**src/rtl/reset_sequencer_pkg.sv**
```systemverilog
// Shared definitions for the staged reset sequencer: FSM encoding, default
// parameter values and a small sizing helper.
package reset_sequencer_pkg;

  localparam logic [1:0] ST_HOLD      = 2'd0;
  localparam logic [1:0] ST_WAIT_LOCK = 2'd1;
  localparam logic [1:0] ST_STAGE     = 2'd2;
  localparam logic [1:0] ST_DONE      = 2'd3;

  localparam int DEF_NUM_STAGES  = 3;
  localparam int DEF_HOLD_CYCLES = 16;
  localparam int DEF_LOCK_FILTER = 4;
  localparam int DEF_STAGE_GAP   = 8;

  function automatic int max3(input int a, input int b, input int c);
    int m;
    m = a;
    if (b > m) m = b;
    if (c > m) m = c;
    return m;
  endfunction

endpackage

```
**src/rtl/reset_sequencer_if.sv**
```systemverilog
// Status/reset bundle between a clock-source monitor and the reset sequencer.
interface reset_sequencer_if
  import reset_sequencer_pkg::*;
#(
  parameter int NUM_STAGES = DEF_NUM_STAGES
);

  // lock_in is a level held by the source for as long as the clock is good;
  // soft_reset_req is a one-cycle pulse with no acknowledge. reset_out and
  // seq_done are registered levels from the sequencer, valid every cycle.
  logic                  lock_in;
  logic                  soft_reset_req;
  logic [NUM_STAGES-1:0] reset_out;
  logic                  seq_done;

  modport master (
    output lock_in,
    output soft_reset_req,
    input  reset_out,
    input  seq_done
  );

  modport slave (
    input  lock_in,
    input  soft_reset_req,
    output reset_out,
    output seq_done
  );

endinterface

```
**src/rtl/reset_sequencer_counter.sv**
```systemverilog
// Loadable down counter that sticks at zero; tc flags the last counted cycle
// (count == 1) so the owner can act on the edge the count expires.
module sat_down_counter
  import reset_sequencer_pkg::*;
#(
  parameter int W = 4
) (
  input  logic         clk,
  input  logic         rst,
  input  logic         load,
  input  logic         dec,
  input  logic [W-1:0] load_val,
  output logic [W-1:0] count,
  output logic         tc
);

  always_ff @(posedge clk) begin
    if (rst) begin
      count <= '0;
    end else if (load) begin
      count <= load_val;
    end else if (dec && (count != '0)) begin
      count <= count - 1'b1;
    end
  end

  assign tc = (count == W'(1));

endmodule

```
**src/rtl/reset_sequencer.sv**
```systemverilog
// Staged reset release: hold all resets, filter the clock lock, then release
// reset_out bits one by one in ascending order with a fixed gap.
module reset_sequencer
  import reset_sequencer_pkg::*;
#(
  parameter int NUM_STAGES  = DEF_NUM_STAGES,
  parameter int HOLD_CYCLES = DEF_HOLD_CYCLES,
  parameter int LOCK_FILTER = DEF_LOCK_FILTER,
  parameter int STAGE_GAP   = DEF_STAGE_GAP
) (
  input  logic               clk_sync,
  input  logic               reset_sync,
  reset_sequencer_if.slave   bus,
  output logic [1:0]         fsm_state
);

  localparam int CNT_W = $clog2(max3(HOLD_CYCLES, LOCK_FILTER, STAGE_GAP) + 1);
  localparam int IDX_W = $clog2(NUM_STAGES + 1);

  localparam logic [CNT_W-1:0] HOLD_LD = CNT_W'(HOLD_CYCLES);
  localparam logic [CNT_W-1:0] LOCK_LD = CNT_W'(LOCK_FILTER);
  localparam logic [CNT_W-1:0] GAP_LD  = CNT_W'(STAGE_GAP);
  localparam logic [IDX_W-1:0] LAST_IDX = IDX_W'(NUM_STAGES - 1);

  logic [1:0]            state_q, state_d;
  logic [NUM_STAGES-1:0] rst_out_q, rst_out_d;
  logic [NUM_STAGES-1:0] stage_mask;
  logic                  done_q, done_d;
  logic [IDX_W-1:0]      idx_q, idx_d;

  logic                  cnt_load;
  logic                  cnt_dec;
  logic [CNT_W-1:0]      cnt_val;
  logic [CNT_W-1:0]      cnt_count;
  logic                  cnt_tc;
  logic                  cnt_zero;
  logic                  reseq;

  // One counter serves hold, lock filter and stage gap; only one is live at a time.
  sat_down_counter #(
    .W (CNT_W)
  ) u_cnt (
    .clk      (clk_sync),
    .rst      (reset_sync),
    .load     (cnt_load),
    .dec      (cnt_dec),
    .load_val (cnt_val),
    .count    (cnt_count),
    .tc       (cnt_tc)
  );

  assign cnt_zero   = (cnt_count == '0);
  assign stage_mask = NUM_STAGES'(1) << idx_q;

  // Lock loss only matters once staging has begun; a soft request always counts.
  assign reseq = bus.soft_reset_req |
                 (~bus.lock_in & ((state_q == ST_STAGE) | (state_q == ST_DONE)));

  always_comb begin
    state_d   = state_q;
    rst_out_d = rst_out_q;
    done_d    = done_q;
    idx_d     = idx_q;
    cnt_load  = 1'b0;
    cnt_dec   = 1'b0;
    cnt_val   = '0;

    if (reseq) begin
      state_d   = ST_HOLD;
      rst_out_d = '1;
      done_d    = 1'b0;
      idx_d     = '0;
      cnt_load  = 1'b1;
      cnt_val   = '0;
    end else begin
      case (state_q)
        ST_HOLD: begin
          // A cleared counter means HOLD was just entered: arm the hold count.
          if (cnt_zero) begin
            cnt_load = 1'b1;
            cnt_val  = HOLD_LD;
          end else if (cnt_tc) begin
            state_d  = ST_WAIT_LOCK;
            cnt_load = 1'b1;
            cnt_val  = LOCK_LD;
          end else begin
            cnt_dec = 1'b1;
          end
        end

        ST_WAIT_LOCK: begin
          if (!bus.lock_in) begin
            cnt_load = 1'b1;
            cnt_val  = LOCK_LD;
          end else if (cnt_tc) begin
            state_d  = ST_STAGE;
            cnt_load = 1'b1;
            cnt_val  = GAP_LD;
          end else begin
            cnt_dec = 1'b1;
          end
        end

        ST_STAGE: begin
          if (cnt_tc) begin
            rst_out_d = rst_out_q & ~stage_mask;
            cnt_load  = 1'b1;
            cnt_val   = GAP_LD;
            if (idx_q == LAST_IDX) begin
              state_d = ST_DONE;
              done_d  = 1'b1;
            end else begin
              idx_d = idx_q + 1'b1;
            end
          end else begin
            cnt_dec = 1'b1;
          end
        end

        ST_DONE: begin
          state_d = ST_DONE;
        end

        default: begin
          state_d   = ST_HOLD;
          rst_out_d = '1;
          done_d    = 1'b0;
          idx_d     = '0;
          cnt_load  = 1'b1;
          cnt_val   = '0;
        end
      endcase
    end
  end

  always_ff @(posedge clk_sync) begin
    if (reset_sync) begin
      state_q   <= ST_HOLD;
      rst_out_q <= '1;
      done_q    <= 1'b0;
      idx_q     <= '0;
    end else begin
      state_q   <= state_d;
      rst_out_q <= rst_out_d;
      done_q    <= done_d;
      idx_q     <= idx_d;
    end
  end

  assign bus.reset_out = rst_out_q;
  assign bus.seq_done  = done_q;
  assign fsm_state     = state_q;

endmodule

```
**src/flat_wrapper.sv**
```systemverilog
// flat-port wrapper written by rule: the top's interface ports become plain ports
module reset_sequencer_flat import reset_sequencer_pkg::*;
#(
  parameter int NUM_STAGES  = DEF_NUM_STAGES,
  parameter int HOLD_CYCLES = DEF_HOLD_CYCLES,
  parameter int LOCK_FILTER = DEF_LOCK_FILTER,
  parameter int STAGE_GAP   = DEF_STAGE_GAP
)
  (clk_sync, reset_sync, fsm_state, bus_lock_in, bus_soft_reset_req, bus_reset_out, bus_seq_done);
  reset_sequencer_if #(.NUM_STAGES(NUM_STAGES)) bus_i ();
  input  logic clk_sync;
  input  logic reset_sync;
  output logic [1:0] fsm_state;
  input wire logic [$bits(bus_i.lock_in)-1:0] bus_lock_in;
  input wire logic [$bits(bus_i.soft_reset_req)-1:0] bus_soft_reset_req;
  output wire logic [$bits(bus_i.reset_out)-1:0] bus_reset_out;
  output wire logic [$bits(bus_i.seq_done)-1:0] bus_seq_done;
  assign bus_i.lock_in = bus_lock_in;
  assign bus_i.soft_reset_req = bus_soft_reset_req;
  assign bus_reset_out = bus_i.reset_out;
  assign bus_seq_done = bus_i.seq_done;
  reset_sequencer #(.NUM_STAGES(NUM_STAGES), .HOLD_CYCLES(HOLD_CYCLES), .LOCK_FILTER(LOCK_FILTER), .STAGE_GAP(STAGE_GAP)) u_core (.clk_sync(clk_sync), .reset_sync(reset_sync), .bus(bus_i), .fsm_state(fsm_state));
endmodule
```
**config.mk**
```make
export PLATFORM = sky130hd
export DESIGN_NAME = reset_sequencer_flat
export DESIGN_NICKNAME = d
export VERILOG_FILES = /design/src/rtl/reset_sequencer_pkg.sv /design/src/rtl/reset_sequencer_if.sv /design/src/rtl/reset_sequencer_counter.sv /design/src/rtl/reset_sequencer.sv /design/src/flat_wrapper.sv
export SDC_FILE = /design/constraint.sdc
export NUM_CORES = 1
export LEC_CHECK = 0
export ABC_AREA = 1
export CORE_MARGIN = 2
export CORE_UTILIZATION = 55
export CTS_BUF_LIST = sky130_fd_sc_hd__clkbuf_8
export CTS_CLUSTER_SIZE = 24
export DETAILED_ROUTE_END_ITERATION = 16
export HOLD_SLACK_MARGIN = 0.12
export PLACE_DENSITY = 0.84
export RECOVER_POWER = 50
export SLEW_MARGIN = 25
export SYNTH_ARGS = -nofsm -noshare
export SYNTH_HDL_FRONTEND = slang
export SYNTH_SLANG_ARGS = --single-unit
```
**constraint.sdc**
```tcl
create_clock -name clk_sync -period 1.75 [get_ports clk_sync]
set_input_delay 0.35 -clock clk_sync [delete_from_list [all_inputs] [get_ports clk_sync]]
set_output_delay 0.35 -clock clk_sync [all_outputs]
set_load 0.01 [all_outputs]
```
==> results of run 1 <==
-- stage by stage --
stage	instances	setup slack, ns	util	power [mW]	hold WS (ns)
floorplan	132	0.3651	-	1.053	0.4502
finish	161	0.1410	0.6866	1.439	0.4532
global route	161	0.02623	0.6866	1.581	0.4793
CTS	161	0.1211	0.6874	1.438	0.4564
detailed placement	157	0.01681	0.6571	1.174	0.4398
global placement	157	0.03693	0.6571	1.167	0.4399
-- layout make-up --
| cell class | instances | area (sq um) |
|---|---|---|
| clock inverter | 1 | 3.754 |
| inverter | 21 | 81.33 |
| multi-input combinational | 97 | 518.0 |
| tap | 16 | 20.02 |
| sequential | 13 | 260.3 |
| timing repair buffer | 10 | 97.59 |
| clock buffer | 3 | 41.29 |
| fill | 128 | 466.7 |
-- worst reg2reg max path: cells and delay by family, from the launching register on --
family	cells	cell delay, ns
adder cells (fa/ha/maj)	1	0.16
buffers and inverters	2	0.17
flip-flops	1	0.33
AND/OR/NAND/NOR	8	0.83
-- metal layers --
metal | wire [microns] | GRT usage | vias up
met2 | 796 | 0.3441 | 21
met3 | 92 | 0.07500 | 4
met4 | 19 | 0.09091 | 0
met5 | 0 | 0 | -
li1 | - | - | 441
met1 | 831 | 0.2649 | 349
-- synth_stat cells --
| cell type | count | area share |
|---|---|---|
| o21ai_1 | 2 | 0.012 |
| nor3_1 | 1 | 0.0058 |
| nand3_1 | 9 | 0.052 |
| inv_1 | 18 | 0.078 |
| nand4_1 | 7 | 0.051 |
| a21oi_2 | 1 | 0.010 |
| buf_2 | 1 | 0.0058 |
| ha_1 | 6 | 0.087 |
| nor2_1 | 16 | 0.069 |
| nor2_2 | 2 | 0.014 |
| dfxtp_1 | 13 | 0.30 |
| inv_2 | 2 | 0.0087 |
| xor2_1 | 1 | 0.010 |
| o21ai_0 | 3 | 0.017 |
| a21oi_1 | 4 | 0.023 |
| nand2_1 | 35 | 0.15 |
| inv_4 | 1 | 0.0072 |
| nor2_4 | 2 | 0.026 |
| a211oi_1 | 1 | 0.0087 |
| nand2_4 | 2 | 0.026 |
| nand2_2 | 5 | 0.036 |
-- flip-flops by register name (all words and copies together), names as in the netlist --
register / count
u_core.bus.seq_done: 1
u_core.fsm_state: 2
u_core.idx_q: 2
u_core.bus.reset_out: 3
u_core.u_cnt.count: 5
-- layout by cell type (no fill, tap or decap), drive strengths merged --
cell type      count
nor3               1
xor2               1
nand2             42
clkdlybuf4s50      5
dlygate4sd3        4
a21oi              5
buf                1
ha                 6
nor2              20
a211oi             1
clkbuf             3
o21ai              5
nand4              7
inv               22
dfxtp             13
nand3              9
-- path summary, 6_finish.rpt --
path	end	cells after the start
max	fsm_state[1]	1
min	u_core.bus.reset_out[1]	2
max reg2reg	u_core.u_cnt.count[2]	11
min reg2reg	u_core.bus.reset_out[1]	2
-- repair_timing --
action                                  CTS  global route
resized for setup                         0             1
endpoints found under the setup margin    0             1
hold buffers                              0             0
-- cells by family (layout without fill, tap and decap cells) --
group / count (synthesis) / count (layout) / share of synthesized area
adder cells (fa/ha/maj): 6 / 6 / 0.08670
buffers and inverters: 22 / 35 / 0.09971
XOR/XNOR: 1 / 1 / 0.01012
flip-flops: 13 / 13 / 0.3006
AND/OR/NAND/NOR: 79 / 79 / 0.4321
AO/OA/AOI/OAI: 11 / 11 / 0.07081
-- power by group through the flow --
stage	sequential (mW)	clock, mW	combinational (mW)
floorplan	0.382	0	0.671
global placement	0.389	0	0.778
detailed placement	0.388	0	0.786
CTS	0.383	0.267	0.788
global route	0.388	0.287	0.906
finish	0.384	0.267	0.787
==> results.toml, run 1 <==
[outcome]
status = "complete, no violations"

[clock_network]
cts_root_buffer = "clkbuf_8"
cts_tree = "built"
cts.sinks = 13
clockBufferDepth = 2
h-tree-depth = 1
postCtsSetupBuffers = 0
numCtsBuffers = 3
clk_pin_slew_ns = 0.06
insertion_delay_ns = 0.24

[power]
vdd_drop_max_uv = 839.3
sw_frac_of_total = 0.4662
p_seq_frac = 0.267
p_sw_mw = 0.6706
leakage_nw = 0.5055
power.share.combinational = 0.547
p_clk_frac = 0.186
power_density_nw_per_um2 = 1407
internal_power_mw = 0.7680

[synthesis]
ys_seq_area_frac = 0.3006
syn-cell-area_sq_um = 865.8
synth.net_count = 142
avgSynthCellArea_sq_um = 6.559
netlist_instances = 132
synth_seq_cells = 13
yosys_warnings = 0
yosysUniqueCellTypes = 21

[route]
ant_nets = 0
dr.pass1.iters = 4
wirelength_microns = 1739
wl_per_cell_microns = 10.80
drc = 0
drt_iter0_drc = 15
vias = 815
vias_per_cell = 5.062

[sta]
post-route-period-util = 0.9194
clock.fmax_mhz = 621.5
grt_setup_unrepaired = "false"
slew_headroom = 0.7978
slew_viol_final = 0
period_needed_ns = 1.609
clock_skew_ns = 0.004003
hold_viol = 0
setup_tns_ns = 0
worst_pin_slew_ns = 0.3034
setup_viol = 0

[global_routing]
grt_pass1_wl_microns = 3022
grt_pass1_vias = 744
antenna_found_initial = 0
grt_max_degree = 10
grtUsageTotal = 0.2163
overflow = 0

[critical_path]
path_cells = "clkdlybuf4s50_1"
end_kind = "output pin"
cp_data_arrival_time_ns = 1.26
cpPeakStageDelay_ns = 0.58
worstSetupPathType = "flop to output pin"
path_max_fanout = 6
r2r-start = "u_core.u_cnt.count[0]"
crit_buf_inv = 1
cp.required_ns = 1.40
cp_slowest_cell = "clkdlybuf4s50_1"
crit_start = "u_core.fsm_state[1]"
rrSetupSlack_ns = 0.15
crit_family = "buffers and inverters"
startpoint_type = "flop"

[min_path]
holdCritPathClass = "flop to flop"
hold_path_startpoint = "u_core.bus.reset_out[1]"

[floorplan]
core-area_sq_um = 1489
fp.dieW_microns = 43.68
placement_rows = 14
io-pin-count = 10
die_h_microns = 43.68
floorplan.initialDensity = 0.5815
die-area_sq_um = 1908

[place]
dpl.hpwl_microns = 1410
portBuffers = 9
gp_congestion = 0.9077
placed_area_sq_um = 978.4

[final_layout]
fin_nets = 156
diodes = 0
area_delta_synth_final_pct = 18.06
drive_above_1_share = 0.1172
final_cell_area_sq_um = 1022

[job]
cap_violations = 0
No activity file was read; power rests on OpenSTA's default activity.
==> run 2: changes to the inputs <==
--- a/config.mk
+++ b/config.mk
@@ -7,12 +7,12 @@
 export LEC_CHECK = 0
 export ABC_AREA = 1
 export CORE_MARGIN = 2
-export CORE_UTILIZATION = 55
+export CORE_UTILIZATION = 57
 export CTS_BUF_LIST = sky130_fd_sc_hd__clkbuf_8
 export CTS_CLUSTER_SIZE = 24
 export DETAILED_ROUTE_END_ITERATION = 16
 export HOLD_SLACK_MARGIN = 0.12
-export PLACE_DENSITY = 0.84
+export PLACE_DENSITY = 0.86
 export RECOVER_POWER = 50
 export SLEW_MARGIN = 25
 export SYNTH_ARGS = -nofsm -noshare
==> run 2 against run 1 <==
Wire length increased by 6.2%. Clock skew rose by 0.0037 ns. Worst hold slack worse by 0.0094 ns. Setup slack lost 0.031 ns. Critical endpoint unchanged. Clock-buffer cell count unchanged. Largest cell class unchanged. Sequential share of layout area fell by 0.22 points. Die area shrank 3.2%. Highest routed layer unchanged.
==> results.toml, run 2 (synthesis results as in run 1) <==
[floorplan]
die_h_microns = 42.98
io-pin-count = 10
die-area_sq_um = 1847
core-area_sq_um = 1471
placement_rows = 14
floorplan.initialDensity = 0.5884
fp.dieW_microns = 42.98

[power]
vdd_drop_max_uv = 798.0
leakage_nw = 0.5038
power_density_nw_per_um2 = 1427

[job]
cap_violations = 0

[clock_network]
clk_pin_slew_ns = 0.06
clockBufferDepth = 2
ctsResizeCount = 0
cts_root_buffer = "clkbuf_8"
postCtsSetupBuffers = 0
numCtsBuffers = 3
h-tree-depth = 1
postCtsHoldBufs = 0
cts.sinks = 13
cts_tree = "built"
insertion_delay_ns = 0.25

[sta]
clock.fmax_mhz = 609.9
period_needed_ns = 1.640
setup_tns_ns = 0
worst_pin_slew_ns = 0.2513
clock_skew_ns = 0.007749
fin_hold_ws_ns = 0.4439
slew_viol_final = 0
post-route-period-util = 0.9369
grt_setup_unrepaired = "false"
hold_viol = 0
slew_headroom = 0.8322
setup_slack_ns = 0.1105
setup_viol = 0

[global_routing]
gr-usage-met2 = 0.3636
grt_pass1_wl_microns = 3167
grt_pass1_vias = 774
antenna_found_initial = 0
grtUsageTotal = 0.2272
grt_max_degree = 9
grt_use_met1 = 0.2947
busiest_layer = "met2"
overflow = 0
grtUsageMet3 = 0.04255

[critical_path]
regToRegEndpoint = "u_core.u_cnt.count[4]"
cp_data_arrival_time_ns = 1.29
startpoint_type = "flop"
crit_family = "buffers and inverters"
cp_num_cells = 1
r2r_cells = 11
end_kind = "output pin"
rrSetupSlack_ns = 0.14
path_max_fanout = 6
cpPeakStageDelay_ns = 0.58
r2r-start = "u_core.u_cnt.count[0]"
crit_buf_inv = 1
crit_start = "u_core.fsm_state[1]"
worstSetupPathType = "flop to output pin"
cp_slowest_cell = "clkdlybuf4s50_1"
cp-endpoint = "fsm_state[1]"
path_cells = "clkdlybuf4s50_1"
cp.required_ns = 1.40

[place]
dp_cells = 158
place_worst_setup_slack_ns = -0.002404
portBuffers = 9
gp_congestion = 0.8808
dpl.hpwl_microns = 1379

[final_layout]
final_cell_mix = "nand2_1, inv_1, nor2_1, dfxtp_1, nand3_1"
utilization = 0.7007
fin_nets = 157
diodes = 0
area_delta_synth_final_pct = 19.08
final_common_cell = "nand2_1"
largest_reg_flops = 5
top_register = "u_core.u_cnt.count"
drive_above_1_share = 0.1370
post_layout_nonfiller_instances = 162

[min_path]
holdCritPathClass = "flop to flop"

[route]
wl_per_cell_microns = 11.40
wirelength_microns = 1847
dr.pass1.iters = 4
drt_iter0_drc = 20
ant_nets = 0
vias = 847
drc = 0
vias_per_cell = 5.228

[outcome]
status = "complete, no violations"
-- run 2: cell count changes in the layout (fill, tap and decap cells not counted) --
cell     change
nand3_2      -1
a21oi_1      -1
buf_4        +1
nand3_1      +1
inv_2        +1
nor2_1       -1
inv_1        -1
a21oi_2      +1
nor2_2       +1
-- run 2: power breakdown --
group | internal (mW) | switching (mW)
sequential | 0.337 | 0.0497
clock | 0.155 | 0.108
combinational | 0.280 | 0.542
total | 0.772 | 0.699
-- run 2: final cells by class --
cell class	count	area [sq um]
flip-flops and latches	13	260.3
repair buffers	11	105.1
fillers	130	440.4
inverters	21	81.33
multi-input cells	97	519.2
clock buffers	3	41.29
clock inverters	1	3.754
well taps	16	20.02
-- run 2: worst min-delay path by stage --
stage,start,endpoint,depth (start not counted)
finish,u_core.bus.reset_out[1],u_core.bus.reset_out[1],2
global route,u_core.bus.reset_out[1],u_core.bus.reset_out[1],2
CTS,u_core.bus.reset_out[1],u_core.bus.reset_out[1],2
detailed placement,u_core.bus.reset_out[1],u_core.bus.reset_out[1],2
global placement,u_core.bus.reset_out[1],u_core.bus.reset_out[1],2
floorplan,u_core.idx_q[0],u_core.idx_q[0],1
-- run 2: per-stage QoR --
step	total power, mW	cell area (sq um)
6_report	1.471	1031
2_1_floorplan	1.053	865.8
5_1_grt	1.595	1031
3_3_place_gp	1.169	985.9
4_1_cts	1.469	1031
3_5_place_dp	1.188	985.9
-- run 2: routing by layer --
| layer | wire length [microns] | up-vias |
|---|---|---|
| met5 | 0 | - |
| met4 | 31 | 0 |
| met3 | 86 | 4 |
| met2 | 869 | 25 |
| met1 | 859 | 374 |
| li1 | - | 444 |
-- run 2: worst min-delay path, delay by kind of cell (launching register included) --
family / cells / cell delay [ns]
DFF: 1 / 0.32
and+or+nand+nor: 2 / 0.10
==> run 3: changes to the inputs <==
==> constraint.sdc (replaced) <==
create_clock -name clk_sync -period 1.85 [get_ports clk_sync]
set_input_delay 0.37 -clock clk_sync [delete_from_list [all_inputs] [get_ports clk_sync]]
set_output_delay 0.37 -clock clk_sync [all_outputs]
set_load 0.01 [all_outputs]
==> run 3 against run 2 <==
Worst hold slack got worse by 0.0046 ns. Clock skew shrank 0.0016 ns. Sequential cell count unchanged. First-iteration DRC count decreased by 35%. Sequential power is 5.4% lower. Via count shrank 2.4%.
==> results.toml, run 3 (synthesis results as in run 1) <==
[outcome]
status = "complete, no violations"

[final_layout]
utilization = 0.6981
final_cell_mix = "nand2_1, inv_1, nor2_1, dfxtp_1, nand3_1"
final_common_cell = "nand2_1"
final_cell_area_sq_um = 1027
diodes = 0
largest_reg_flops = 5
fin_nets = 157
drive_above_1_share = 0.1233
top_register = "u_core.u_cnt.count"
area_delta_synth_final_pct = 18.64

[route]
dr.pass1.iters = 4
wirelength_microns = 1750
vias_per_cell = 5.105
drt_iter0_drc = 13
ant_nets = 0
drc = 0
vias = 827
wl_per_cell_microns = 10.80

[power]
sw_frac_of_total = 0.4720
power_density_nw_per_um2 = 1346
power.share.combinational = 0.557
p_sw_mw = 0.6525
internal_power_mw = 0.7300
leakage_nw = 0.5062
vdd_drop_max_uv = 734.8
p_clk_frac = 0.178
p_seq_frac = 0.265
power_mw = 1.383

[sta]
slew_viol_final = 0
post-route-period-util = 0.8811
setup_viol = 0
hold_viol = 0
clock.fmax_mhz = 613.5
period_needed_ns = 1.630
worst_pin_slew_ns = 0.3311
slew_headroom = 0.7792
grt_setup_unrepaired = "false"
setup_tns_ns = 0
clock_skew_ns = 0.006153

[clock_network]
cts.sinks = 13
h-tree-depth = 1
clk_pin_slew_ns = 0.06
insertion_delay_ns = 0.25
postCtsHoldBufs = 0
cts_root_buffer = "clkbuf_8"
clockBufferDepth = 2
ctsResizeCount = 0
numCtsBuffers = 3
postCtsSetupBuffers = 0
cts_tree = "built"

[critical_path]
r2r-start = "u_core.u_cnt.count[0]"
crit_family = "buffers and inverters"
r2r_cells = 11
cp.required_ns = 1.48
crit_start = "u_core.fsm_state[1]"
cp_slowest_cell = "clkdlybuf4s50_1"
rrSetupSlack_ns = 0.28
cp_data_arrival_time_ns = 1.26
path_cells = "clkdlybuf4s50_1"
crit_buf_inv = 1
regToRegEndpoint = "u_core.u_cnt.count[3]"
path_max_fanout = 6
cp-endpoint = "fsm_state[1]"
cp_num_cells = 1
cpPeakStageDelay_ns = 0.58
startpoint_type = "flop"
worstSetupPathType = "flop to output pin"
end_kind = "output pin"

[global_routing]
grt_pass1_wl_microns = 3174
antenna_found_initial = 0
overflow = 0
grtUsageTotal = 0.2327
grt_max_degree = 8
grt_pass1_vias = 777

[floorplan]
die-area_sq_um = 1847
fp.dieW_microns = 42.98
die_h_microns = 42.98
io-pin-count = 10
core-area_sq_um = 1471
placement_rows = 14
floorplan.initialDensity = 0.5884

[place]
portBuffers = 9
gp_congestion = 0.9001
dpl.hpwl_microns = 1405
placed_area_sq_um = 985.9

[min_path]
holdCritPathClass = "flop to flop"

[job]
cap_violations = 0
==> run 3: worst min path at each step <==
stage,start,end,slack (ns),cells after the start
detailed placement,u_core.bus.reset_out[1],u_core.bus.reset_out[1],0.43,2
global route,u_core.bus.reset_out[0],u_core.bus.reset_out[0],0.49,2
CTS,u_core.bus.reset_out[1],u_core.bus.reset_out[1],0.45,2
finish,u_core.bus.reset_out[1],u_core.bus.reset_out[1],0.44,2
global placement,u_core.bus.reset_out[1],u_core.bus.reset_out[1],0.43,2
floorplan,u_core.idx_q[0],u_core.idx_q[0],0.45,1
==> run 3: per-layer routing <==
layer | vias up | wire length, microns | GRT usage
met3 | 7 | 84 | 0.05957
li1 | 442 | - | -
met4 | 0 | 58 | 0.1394
met1 | 358 | 815 | 0.2823
met5 | - | 0 | 0
met2 | 20 | 792 | 0.3667
==> run 3: metrics by stage <==
step	hold slack [ns]	cells	worst slack, ns
final	0.4393	162	0.2199
after global routing	0.4862	162	0.07480
after global placement	0.4260	158	0.1064
after floorplan	0.4502	132	0.4651
after detailed placement	0.4331	158	0.1186
after CTS	0.4465	162	0.1990
==> run 3: final cells by class <==
cell class | count | area, sq um
Fill cell | 128 | 444.2
Timing Repair Buffer | 11 | 105.1
Inverter | 21 | 81.33
Multi-Input combinational cell | 97 | 515.5
Clock inverter | 1 | 3.754
Tap cell | 16 | 20.02
Sequential cell | 13 | 260.3
Clock buffer | 3 | 41.29
==> run 3: power groups by stage <==
stage | Combinational, mW | Clock (mW) | Sequential (mW)
floorplan | 0.635 | 0 | 0.361
global placement | 0.734 | 0 | 0.370
detailed placement | 0.762 | 0 | 0.371
CTS | 0.775 | 0.253 | 0.366
global route | 0.885 | 0.266 | 0.371
finish | 0.770 | 0.246 | 0.366
